$ cat src/rtl/uart_tx_cfg.sv
// uart_tx_cfg: configurable UART transmitter with a one-word holding buffer in front of the shifter.
module uart_tx_cfg #(
   parameter int DATA_W       = 8,
   parameter int CLKS_PER_BIT = 16,
   parameter int PARITY_MODE  = 0,
   parameter int STOP_BITS    = 1,
   parameter int LSB_FIRST    = 1
) (
   input  logic              clk,
   input  logic              reset,
   input  logic              tx_valid,
   input  logic [DATA_W-1:0] tx_data,
   output logic              tx_ready,
   output logic              serial_out,
   output logic              busy,
   output logic              tx_done
);
   localparam int CW = $clog2(CLKS_PER_BIT);
   localparam int IW = $clog2(DATA_W + 1);
   localparam logic [CW-1:0] CNT_LAST  = CW'(CLKS_PER_BIT - 1);
   localparam logic [IW-1:0] DATA_LAST = IW'(DATA_W - 1);
   localparam logic [IW-1:0] STOP_LAST = IW'(STOP_BITS - 1);
   localparam logic [2:0] IDLE = 3'd0, START = 3'd1, DATA = 3'd2, PARITY = 3'd3, STOP = 3'd4;

   logic [2:0]        state_q, state_d;
   logic [CW-1:0]     cnt_q, cnt_d;
   logic [IW-1:0]     idx_q, idx_d;
   logic [DATA_W-1:0] shreg_q, shreg_d, buf_q, buf_d;
   logic              buf_full_q, buf_full_d, par_q, par_d, serial_out_q, serial_out_d;
   logic              bit_end, load, accept;

   always_comb begin
      bit_end    = cnt_q == CNT_LAST;
      tx_done    = state_q == STOP && bit_end && idx_q == STOP_LAST;
      load       = buf_full_q && (state_q == IDLE || tx_done);
      tx_ready   = !buf_full_q && !reset;
      busy       = state_q != IDLE || buf_full_q;
      accept     = tx_valid && tx_ready;
      buf_d      = accept ? tx_data : buf_q;
      buf_full_d = load ? 1'b0 : buf_full_q || accept;
      cnt_d      = (state_q == IDLE || bit_end) ? '0 : cnt_q + 1'b1;
      state_d    = state_q;
      idx_d      = idx_q;
      shreg_d    = shreg_q;
      par_d      = par_q;
      // a full buffer at the end of the last stop bit chains straight into the next start bit
      if (load) begin
         state_d = START;
         shreg_d = buf_q;
         par_d   = ^buf_q ^ (PARITY_MODE == 2);
         idx_d   = '0;
      end else if (bit_end) begin
         case (state_q)
            START:  state_d = DATA;
            DATA: begin
               idx_d   = idx_q == DATA_LAST ? '0 : idx_q + 1'b1;
               state_d = idx_q != DATA_LAST ? DATA : PARITY_MODE != 0 ? PARITY : STOP;
               shreg_d = LSB_FIRST != 0 ? shreg_q >> 1 : shreg_q << 1;
            end
            PARITY: state_d = STOP;
            STOP: begin
               idx_d   = idx_q == STOP_LAST ? '0 : idx_q + 1'b1;
               state_d = idx_q == STOP_LAST ? IDLE : STOP;
            end
            default: state_d = IDLE;
         endcase
      end
      serial_out_d = state_d == START  ? 1'b0 :
                     state_d == DATA   ? (LSB_FIRST != 0 ? shreg_d[0] : shreg_d[DATA_W-1]) :
                     state_d == PARITY ? par_d : 1'b1;
   end

   always_ff @(posedge clk) begin
      if (reset) begin
         state_q      <= IDLE;
         cnt_q        <= '0;
         idx_q        <= '0;
         shreg_q      <= '0;
         buf_q        <= '0;
         buf_full_q   <= 1'b0;
         par_q        <= 1'b0;
         serial_out_q <= 1'b1;
      end else begin
         state_q      <= state_d;
         cnt_q        <= cnt_d;
         idx_q        <= idx_d;
         shreg_q      <= shreg_d;
         buf_q        <= buf_d;
         buf_full_q   <= buf_full_d;
         par_q        <= par_d;
         serial_out_q <= serial_out_d;
      end
   end

   assign serial_out = serial_out_q;
endmodule
$ cat config.mk
export PLATFORM = sky130hd
export DESIGN_NAME = uart_tx_cfg
export DESIGN_NICKNAME = d
export VERILOG_FILES = /design/src/rtl/uart_tx_cfg.sv
export SDC_FILE = /design/constraint.sdc
export NUM_CORES = 1
export LEC_CHECK = 0
export BUFFER_PORTS_ARGS = -buffer_cell sky130_fd_sc_hd__buf_2
export CAP_MARGIN = 40
export CORE_MARGIN = 2
export CORE_UTILIZATION = 65
export CTS_BUF_LIST = sky130_fd_sc_hd__clkbuf_8
export CTS_CLUSTER_DIAMETER = 200
export DETAILED_ROUTE_END_ITERATION = 7
export PLACE_DENSITY = 0.94
export SLEW_MARGIN = 0
export SYNTH_ARGS = -nofsm -noshare
export SYNTH_HDL_FRONTEND = slang
export SYNTH_SLANG_ARGS = --single-unit
$ cat constraint.sdc
create_clock -name clk -period 4.85 [get_ports clk]
set_input_delay 0.97 -clock clk [delete_from_list [all_inputs] [get_ports clk]]
set_output_delay 0.97 -clock clk [all_outputs]
set_load 0.03 [all_outputs]
Yosys cells after proc, flatten, opt, wreduce, memory -nomap -nowiden

Index checks and enable logic that the tools add are counted.

Flip-flop bits (word level): 30
Input bits: 11
Output and inout bits: 4

$add $sub $neg: 2
Eq/ne operators: 10
Muxes and demuxes: 15
Reductions and logical operators: 22

Operators by type and width:

| kind                                                                    | count |
|---|---|
| 8-bit 2-to-1 mux                                                        | 3 |
| 3-bit by 2-bit == test with 1-bit output, second input constant         | 4 |
| 3-bit 2-to-1 mux                                                        | 4 |
| 3-bit one-hot mux with 4 select lines                                   | 1 |
| 4-bit by 1-bit adder with 4-bit output, second input constant           | 2 |
| 4-bit 2-to-1 mux                                                        | 2 |
| 4-bit one-hot mux with 2 select lines                                   | 1 |
| 8-bit XOR reduction                                                     | 1 |
| 3-bit by 1-bit == test with 1-bit output, second input constant         | 2 |
| 2-bit nonzero test                                                      | 3 |
| 1-bit logical AND                                                       | 5 |
| 4-bit by 3-bit == test with 1-bit output, second input constant         | 1 |
| 4-bit == test, second input constant                                    | 1 |
| 4-bit logical NOT                                                       | 1 |
| 1-bit logical OR                                                        | 4 |
| 1-bit 2-to-1 mux                                                        | 4 |
| 4-bit by 3-bit inequality test with 1-bit output, second input constant | 1 |
| 2-bit AND reduction                                                     | 2 |
| 2-bit OR reduction                                                      | 2 |
| 3-bit == test, second input constant                                    | 1 |
| 3-bit logical NOT                                                       | 1 |
| 3-bit nonzero test                                                      | 1 |
| 1-bit logical NOT                                                       | 2 |

Depth between registers and ports, before layout

Gate-level depths: netlist of the first run.

Depth in word-level cells: 10
Gate-level depth with buffers: 7
Gate-level depth less buffers: 6

Least setup slack after synthesis of the first run

OpenSTA, ideal clock, no wires.

Kind: input-to-output
Start point: input reset
End point: output tx_ready
Data arrival time: 1,800 ps
Slack: 2,080 ps
Stages: 3
Buffers on the path: 2
Path through: clkbuf_1 > clkbuf_1 > nor2_1

Cells in the longest elaborated chain, start to end: 2

RTL lines:

| element            | line | text |
|---|---|---|
| start: declaration | 10   | `input logic reset,` |
| 1-bit logical NOT  | 36   | `tx_ready = !buf_full_q && !reset;` |
| 1-bit logical AND  | 36   |  |
| end: declaration   | 13   | `output logic tx_ready,` |

No other way between the ends.

Worst setup path after layout of the first run

Start point: register idx_q[0]
End point: output tx_done

Cells in the longest elaborated chain, start to end: 2

RTL lines:

| element                  | line | text |
|---|---|---|
| start: declaration       | 27   | `logic [IW-1:0] idx_q, idx_d;` |
| start signal: assignment | 86   | `idx_q <= idx_d;` |
| 4-bit logical NOT        | 34   | `tx_done = state_q == STOP && bit_end && idx_q == STOP_LAST;` |
| 1-bit logical AND        | 34   |  |
| end: declaration         | 16   | `output logic tx_done` |

No other way between the ends.

==> metrics.yaml, run 1 <==
timing:
  slew_violations: 0
  finalSetupViolCount: 0
  fin_crit_sh: 0.565
  tightest_slew_ns: 0.900
  rsz0062_at_grt: "no"
  fmax_mhz: 365
  fin_hold_ws_ns: 0.474
  finalSetupTns_ns: 0
  slew_headroom: 0.399
  fin_crit_ns: 2.74
  clock_skew_ns: 0.00364
  hold_violations: 0
cells_and_area:
  layout_commonest_cell: "dfxtp_1"
  final_cell_mix: "30 x dfxtp_1, 15 x nor2_1, 14 x buf_2"
  finalNonFillerCells: 204
  syn_to_final_growth_pct: 9.58
  final_util: 0.756
  antennaDiodeCount: 0
  fin_nets: 189
  drive_gt1_frac: 0.193
global_route:
  grtUsageTotal: 0.263
  grt_pass1_wl_mm: 5.27
  grt_start_max_net_pins: 30
  grt_overflow: 0
  antenna_found_initial: 0
  grt_pass1_vias: 1233
critical_path:
  worstSetupStartpointType: "flip-flop"
  critical-path-max-stage-delay_ns: 0.44
  worstPathArrival_ns: 1.77
  worst-path-buf-inv: 2
  cp_top_family: "simple AND/OR/NAND/NOR gates"
  end_kind: "output port"
  crit_chain: "inv_1 > ha_1 > nor3b_1 > nand3_1 > nor2_1 > buf_2"
  critPathMaxFanout: 4
  crit_type: "flip-flop to output port"
  required_ns: 3.88
  crit_slowest_cell: "nor3b_1"
logic_synthesis:
  async_flop_share: 0
  synth.largest_area_cell: "dfxtp_1"
  netlist_area_mm2: 0.00154
  avgSynthCellArea_um2: 9.46
  ys_ff_latch: 30
  synth-warning-count: 0
  synth-edff-count: 0
  yosysSeqAreaShare: 0.390
  synth.top_cell.area_share: 0.390
  synth.net_count: 177
  ys_types: 42
  netlist_instances: 163
  synth_area_leaders: "dfxtp_1 39%, mux2i_1 6.5%, xnor2_1 5.7%"
  ys.flop_type: "dfxtp_1"
cts:
  cts_setup_buffers: 0
  cts_tree: "done"
  cts_hold_buf: 0
  worst_skew_pair.late_latency_ns: 0.28
  clk_pin_slew_worst_paths_ns: 0.06
  cts_buffer_depth: 2
  cts.htree.levels: 2
  root_buffer: "clkbuf_8"
  ctsResizeCount: 0
  cts_buffers: 5
  cts_sinks: 30
place:
  dp_hpwl_mm: 2.35
  io_buffer_count: 14
  gp_congestion: 0.855
  dp_cells: 196
routing:
  via_per_inst: 6.21
  drcViolationCount: 0
  totalWireLength_mm: 3.28
  ant_nets: 0
  vias: 1266
  wl_per_cell_um: 16.1
  dr.pass1.iters: 4
  dr.first_iter.drc_count: 36
worst_hold_path:
  hold_path_class: "flip-flop to flip-flop"
pwr:
  p_per_area_mw_per_mm2: 326
  vdd_ir_drop_max_mv: 0.316
  p_leak_uw: 0.000597
flow_run:
  max_cap_viol_count: 0
floorplan:
  die-area_mm2: 0.00278
  initial_core_util: 0.690
  core_area_mm2: 0.00223
  pin_count: 15
  die_h_um: 52.7
  rows: 17
  dieWidth_um: 52.7
status:
  status: "completed"
## path summary, 6_finish.rpt
check / depth (start not counted) / from / slack, ns / endpoint
max: 6 / idx_q[0]$_SDFFE_PP0P_ / 2.11 / tx_done
min: 1 / cnt_q[0]$_SDFF_PP0_ / 0.47 / cnt_q[0]$_SDFF_PP0_
min reg2reg: 1 / cnt_q[0]$_SDFF_PP0_ / 0.47 / cnt_q[0]$_SDFF_PP0_
max reg2reg: 5 / cnt_q[0]$_SDFF_PP0_ / 2.81 / par_q$_SDFF_PP0_
## area by class of cell
cell class / instances / area [um^2]
well taps: 28 / 35.0
repair buffers: 14 / 70.1
multi-input cells: 119 / 873
fillers: 158 / 544
inverters: 5 / 18.8
clock buffers: 6 / 82.6
clock inverters: 2 / 8.76
flip-flops and latches: 30 / 601
## through the flow
step	worst slack (ns)	total power [uW]	area [um^2]
2_1_floorplan	2.08	336	1540
3_3_place_gp	2.26	349	1600
3_5_place_dp	2.23	354	1600
4_1_cts	2.10	551	1690
5_1_grt	2.00	571	1690
6_report	2.11	551	1690
## kinds of logic (layout without fill, tap and decap cells)
kind of cell,Yosys count,count (layout),share of synthesized area
compound gates,31,31,0.190
buf+inv,14,27,0.0438
mux,10,10,0.0649
fa+ha+maj,3,3,0.0244
xor+xnor,11,11,0.0625
flops,30,30,0.390
simple gates,64,64,0.225
## registers in the layout, indices dropped and copies added, names as in the netlist
register	flops
par_q	1
shreg_q	8
state_q	3
buf_q	8
serial_out	1
cnt_q	4
buf_full_q	1
idx_q	4
## worst register-to-register path, delay by kind of cell (launching register included)
kind                       cells  cell delay, ns
AOI/OAI and AO/OA              2            0.37
adders and majority gates      1            0.26
DFF                            1            0.36
and+or+nand+nor                2            0.92
## synth_stat cells, types with 2 or more instances
| library cell | instances |
|---|---|
| ha_1 | 3 |
| a2111oi_2 | 2 |
| a211oi_1 | 4 |
| and3_1 | 2 |
| a21oi_1 | 4 |
| nor2_1 | 15 |
| inv_1 | 5 |
| nor3b_1 | 2 |
| clkbuf_1 | 4 |
| xnor2_1 | 10 |
| o211ai_1 | 3 |
| nor3_1 | 13 |
| buf_2 | 3 |
| a311oi_1 | 6 |
| mux2i_1 | 10 |
| dfxtp_1 | 30 |
| nand2_1 | 10 |
| nand2b_4 | 2 |
| o21ai_0 | 2 |
| nor2b_1 | 2 |
| nand3_1 | 10 |
## per-layer routing
metal	vias up	part of all wire	track usage
met3	9	0.038	0.0629
met1	606	0.42	0.288
met5	-	0	0
met2	34	0.52	0.479
met4	0	0.021	0.107
li1	617	-	-
## power by group
part | internal (uW) | switching (uW) | leakage [uW]
Combinational | 31.0 | 42.6 | 0.000300
Sequential | 262 | 14.7 | 0.000245
Clock | 112 | 88.1 | 0.0000524
Total | 405 | 145 | 0.000597
Power figures use the tool's default switching activity.
==> inputs of run 2 (changes only) <==
--- a/config.mk
+++ b/config.mk
@@ -8,11 +8,11 @@
 export BUFFER_PORTS_ARGS = -buffer_cell sky130_fd_sc_hd__buf_2
 export CAP_MARGIN = 40
 export CORE_MARGIN = 2
-export CORE_UTILIZATION = 65
+export CORE_UTILIZATION = 60
 export CTS_BUF_LIST = sky130_fd_sc_hd__clkbuf_8
 export CTS_CLUSTER_DIAMETER = 200
 export DETAILED_ROUTE_END_ITERATION = 7
-export PLACE_DENSITY = 0.94
+export PLACE_DENSITY = 0.89
 export SLEW_MARGIN = 0
 export SYNTH_ARGS = -nofsm -noshare
 export SYNTH_HDL_FRONTEND = slang
==> constraint.sdc (replaced) <==
create_clock -name clk -period 2.7 [get_ports clk]
set_input_delay 0.54 -clock clk [delete_from_list [all_inputs] [get_ports clk]]
set_output_delay 0.54 -clock clk [all_outputs]
set_load 0.03 [all_outputs]
==> run 2 against run 1 <==
Die area rose by 7.7%. Non-clock buffer count rose by 1. Critical path depth did not move.
==> metrics.yaml, run 2 (synthesis gave the netlist of run 1 again) <==
status:
  status: "completed"
floorplan:
  pin_count: 15
  die_h_um: 54.7
  dieWidth_um: 54.7
  core_area_mm2: 0.00245
  die-area_mm2: 0.00299
  rows: 18
  initial_core_util: 0.628
critical_path:
  crit_slowest_cell: "nor3b_1"
  crit_chain: "inv_1 > ha_1 > nor3b_1 > nand3_1 > nor2_1 > buf_2"
  crit_type: "flip-flop to output port"
  critical-path-max-stage-delay_ns: 0.41
  required_ns: 2.16
  worstSetupStartpointType: "flip-flop"
  worstPathArrival_ns: 1.73
  critPathMaxFanout: 4
  end_kind: "output port"
pwr:
  p_leak_uw: 0.000607
  p_per_area_mw_per_mm2: 607
  vdd_ir_drop_max_mv: 0.485
  power_uw: 1040
routing:
  dr.first_iter.drc_count: 37
  drcViolationCount: 0
  vias: 1268
  via_per_inst: 6.13
  ant_nets: 0
  wl_per_cell_um: 15.3
  totalWireLength_mm: 3.17
  dr.pass1.iters: 4
cells_and_area:
  drive_gt1_frac: 0.203
  final_cell_mix: "30 x dfxtp_1, 15 x nor2_1, 14 x buf_2"
  multi_input_area_um2: 873
  fin_nets: 190
  fillerInstances: 183
  layout_commonest_cell: "dfxtp_1"
  antennaDiodeCount: 0
  syn_to_final_growth_pct: 11.4
  regArea_um2: 601
  largestRegisters: "buf_q: 8 flops, shreg_q: 8 flops"
global_route:
  antenna_found_initial: 0
  grt_overflow: 0
  grt_pass1_vias: 1194
  grt_start_max_net_pins: 29
  grtUsageTotal: 0.247
  grt_pass1_wl_mm: 5.25
cts:
  clk_pin_slew_worst_paths_ns: 0.06
  worst_skew_pair.late_latency_ns: 0.28
  cts_tree: "done"
  cts_buffer_depth: 2
  root_buffer: "clkbuf_8"
  cts.htree.levels: 2
  ctsResizeCount: 0
  cts_sinks: 30
  cts_buffers: 5
  cts_hold_buf: 0
  cts_setup_buffers: 0
timing:
  fin_crit_sh: 0.842
  fin_ws_ns: 0.425
  tightest_slew_ns: 0.858
  finalSetupViolCount: 0
  finalSetupTns_ns: 0
  clock_skew_ns: 0.00407
  hold_violations: 0
  slew_headroom: 0.426
  fmax_mhz: 440
  slew_violations: 0
  rsz0062_at_grt: "no"
  fin_crit_ns: 2.27
flow_run:
  max_cap_viol_count: 0
worst_hold_path:
  hold_path_class: "flip-flop to flip-flop"
place:
  gp_congestion: 0.828
  dp_hpwl_mm: 2.28
  io_buffer_count: 14
  pre_cts_ws_ns: 0.675
[run 2: changes by cell type in the layout (fill, tap and decap cells not counted)]
cell,before,now
buf_4,0,1
inv_1,6,5
clkbuf_8,6,8
clkinv_2,1,0
[run 2: path summary, 6_finish.rpt]
path / from / end / slack, ns / depth (start not counted)
min reg2reg: cnt_q[0]$_SDFF_PP0_ / cnt_q[0]$_SDFF_PP0_ / 0.45 / 1
min: cnt_q[0]$_SDFF_PP0_ / cnt_q[0]$_SDFF_PP0_ / 0.45 / 1
max reg2reg: cnt_q[0]$_SDFF_PP0_ / par_q$_SDFF_PP0_ / 0.63 / 5
max: idx_q[0]$_SDFFE_PP0P_ / tx_done / 0.43 / 6
[run 2: worst max-delay path: cells and delay by family, from the launching register on]
| family | cells | cell delay, ns |
|---|---|---|
| DFF | 1 | 0.34 |
| buffers and inverters | 2 | 0.27 |
| adders and majority gates | 1 | 0.16 |
| and+or+nand+nor | 3 | 0.69 |
[run 2: metal layers]
metal | routed length [um] | GRT usage
met4 | 47 | 0.113
met3 | 218 | 0.0656
met2 | 1540 | 0.393
met5 | 0 | 0
met1 | 1370 | 0.309
[run 2: through the flow]
step | hold slack, ns | instances | utilization | area (um^2)
finish | 0.452 | 207 | 0.700 | 1720
global route | 0.479 | 207 | 0.700 | 1720
CTS | 0.456 | 207 | 0.700 | 1720
detailed placement | 0.447 | 199 | 0.655 | 1610
global placement | 0.433 | 199 | 0.655 | 1610
floorplan | 0.418 | 163 | - | 1540
[run 2: where the power goes]
group / total, uW / internal [uW] / switching [uW]
Sequential: 497 / 471 / 25.4
Clock: 412 / 257 / 155
Combinational: 135 / 56.6 / 78.4
[run 2: area by class of cell]
| cell class | instances | area share |
|---|---|---|
| multi-input cells | 119 | 0.508 |
| inverters | 5 | 0.0109 |
| well taps | 30 | 0.0218 |
| flip-flops and latches | 30 | 0.350 |
| repair buffers | 15 | 0.0452 |
| clock buffers | 8 | 0.0641 |
==> inputs of run 3 (changes only) <==
--- a/config.mk
+++ b/config.mk
@@ -8,11 +8,11 @@
 export BUFFER_PORTS_ARGS = -buffer_cell sky130_fd_sc_hd__buf_2
 export CAP_MARGIN = 40
 export CORE_MARGIN = 2
-export CORE_UTILIZATION = 60
+export CORE_UTILIZATION = 54
 export CTS_BUF_LIST = sky130_fd_sc_hd__clkbuf_8
 export CTS_CLUSTER_DIAMETER = 200
 export DETAILED_ROUTE_END_ITERATION = 7
-export PLACE_DENSITY = 0.89
+export PLACE_DENSITY = 0.85
 export SLEW_MARGIN = 0
 export SYNTH_ARGS = -nofsm -noshare
 export SYNTH_HDL_FRONTEND = slang
==> constraint.sdc (replaced) <==
create_clock -name clk -period 2 [get_ports clk]
set_input_delay 0.4 -clock clk [delete_from_list [all_inputs] [get_ports clk]]
set_output_delay 0.4 -clock clk [all_outputs]
set_load 0.03 [all_outputs]
==> run 3 against run 2 <==
Utilization down 3.8 points. Non-clock buffer count up 5. Hold slack worse by 0.10 ns. Final cell count up 2.9%. First-iteration DRC count up 35%. Die area up 10%.
==> metrics.yaml, run 3 (synthesis gave the netlist of run 1 again) <==
place:
  dp_hpwl_mm: 2.34
  io_buffer_count: 14
  gp_congestion: 0.825
cts:
  cts_buffers: 5
  cts_sinks: 30
  cts.htree.levels: 2
  cts_tree: "done"
  root_buffer: "clkbuf_8"
  cts_setup_buffers: 0
  clk_pin_slew_worst_paths_ns: 0.06
  ctsResizeCount: 1
  worst_skew_pair.late_latency_ns: 0.28
  cts_hold_buf: 0
  cts_buffer_depth: 2
timing:
  tightest_slew_ns: 0.518
  fin_crit_sh: 0.942
  finalSetupTns_ns: 0
  slew_headroom: 0.654
  clock_skew_ns: 0.00444
  fin_hold_ws_ns: 0.352
  fmax_mhz: 531
  hold_violations: 0
  rsz0062_at_grt: "no"
  slew_violations: 0
  finalSetupViolCount: 0
  fin_crit_ns: 1.88
pwr:
  power_frac_seq: 0.417
  swShare: 0.227
  power_uw: 1610
  vdd_ir_drop_max_mv: 0.774
  power.switching_uw: 365
  combPwrFrac: 0.112
  p_per_area_mw_per_mm2: 889
  p_int_uw: 1240
  p_leak_uw: 0.000652
  clockPowerShare: 0.471
routing:
  dr.pass1.iters: 4
  drcViolationCount: 0
  vias: 1298
  totalWireLength_mm: 3.26
  via_per_inst: 6.09
  wl_per_cell_um: 15.3
  ant_nets: 0
  dr.first_iter.drc_count: 50
flow_run:
  max_cap_viol_count: 0
cells_and_area:
  fin_nets: 195
  final_cell_mix: "29 x dfxtp_1, 15 x nor2_1, 13 x nor3_1, 13 x buf_2"
  syn_to_final_growth_pct: 17.5
  fillerInstances: 212
  largestRegisters: "buf_q: 8 flops, shreg_q: 8 flops"
  drive_gt1_frac: 0.247
  antennaDiodeCount: 0
  layout_commonest_cell: "dfxtp_1"
global_route:
  grt_overflow: 0
  antenna_found_initial: 0
  grt_pass1_vias: 1205
  grtUsageTotal: 0.218
  grt_start_max_net_pins: 18
  grt_pass1_wl_mm: 5.51
critical_path:
  end_kind: "output port"
  worstSetupPathDepth: 6
  worst-path-buf-inv: 2
  reg2reg_depth: 5
  critPathMaxFanout: 4
  worstPathArrival_ns: 1.48
  cp_top_family: "simple AND/OR/NAND/NOR gates"
  required_ns: 1.60
  crit_type: "flip-flop to output port"
  critical-path-max-stage-delay_ns: 0.34
  crit_chain: "inv_1 > ha_1 > nor3b_4 > nand3_2 > nor2_1 > buf_4"
  crit_slowest_cell: "dfxtp_1"
  worstSetupStartpointType: "flip-flop"
worst_hold_path:
  hold_path_class: "input pin to flip-flop"
  min_delay_path_depth: 3
floorplan:
  initial_core_util: 0.564
  die-area_mm2: 0.00330
  core_area_mm2: 0.00273
  rows: 19
  die_h_um: 57.4
  dieWidth_um: 57.4
  pin_count: 15
status:
  status: "completed"
[run 3: cell types whose count changed in the layout (fill, tap and decap cells not counted), sizes merged]
| cell | previous run | this run |
|---|---|---|
| bufinv | 0 | 2 |
| clkbuf | 8 | 6 |
| buf | 15 | 20 |
[run 3: cell type report]
| cell class | count | area, um^2 | share of cell area |
|---|---|---|---|
| flip-flops and latches | 30 | 602 | 0.332 |
| repair buffers | 20 | 118 | 0.0650 |
| clock inverters | 2 | 60.1 | 0.0332 |
| clock buffers | 6 | 82.6 | 0.0456 |
| inverters | 5 | 18.8 | 0.0104 |
| well taps | 31 | 38.8 | 0.0214 |
| multi-input cells | 119 | 891 | 0.492 |
[run 3: path summary, 6_finish.rpt]
path	startpoint	end	slack, ns
setup / recovery	idx_q[1]$_SDFFE_PP0P_	tx_done	0.12
hold / removal	tx_data[0]	buf_q[0]$_SDFFE_PP0P_	0.35
setup reg to reg	cnt_q[0]$_SDFF_PP0_	shreg_q[4]$_SDFFE_PP0P_	0.18
hold reg to reg	cnt_q[0]$_SDFF_PP0_	cnt_q[0]$_SDFF_PP0_	0.46
[run 3: worst min-delay path, cell delays in order]
cell and delay [ns]:
buf_2 0.07, mux2i_1 0.06, nor2_1 0.07
[run 3: power groups by stage]
| stage | combinational [uW] | sequential [uW] | clock (uW) |
|---|---|---|---|
| 2_1_floorplan | 142 | 672 | 0 |
| 3_3_place_gp | 172 | 681 | 0 |
| 3_5_place_dp | 179 | 683 | 0 |
| 4_1_cts | 181 | 670 | 765 |
| 5_1_grt | 198 | 675 | 801 |
| 6_report | 181 | 671 | 758 |
[run 3: stage by stage]
stage,instances,instance area (um^2),util,worst slack [ns]
3_3_place_gp,205,1650,0.602,0.229
5_1_grt,213,1810,0.662,0.0261
3_5_place_dp,205,1650,0.602,0.148
4_1_cts,213,1790,0.656,0.0680
2_1_floorplan,163,1540,-,0.180
6_report,213,1810,0.662,0.116
[run 3: layer usage]
| metal | part of all wire | GRT usage |
|---|---|---|
| met1 | 0.42 | 0.268 |
| met3 | 0.047 | 0.0567 |
| met2 | 0.51 | 0.341 |
| met5 | 0 | 0 |
| met4 | 0.024 | 0.133 |
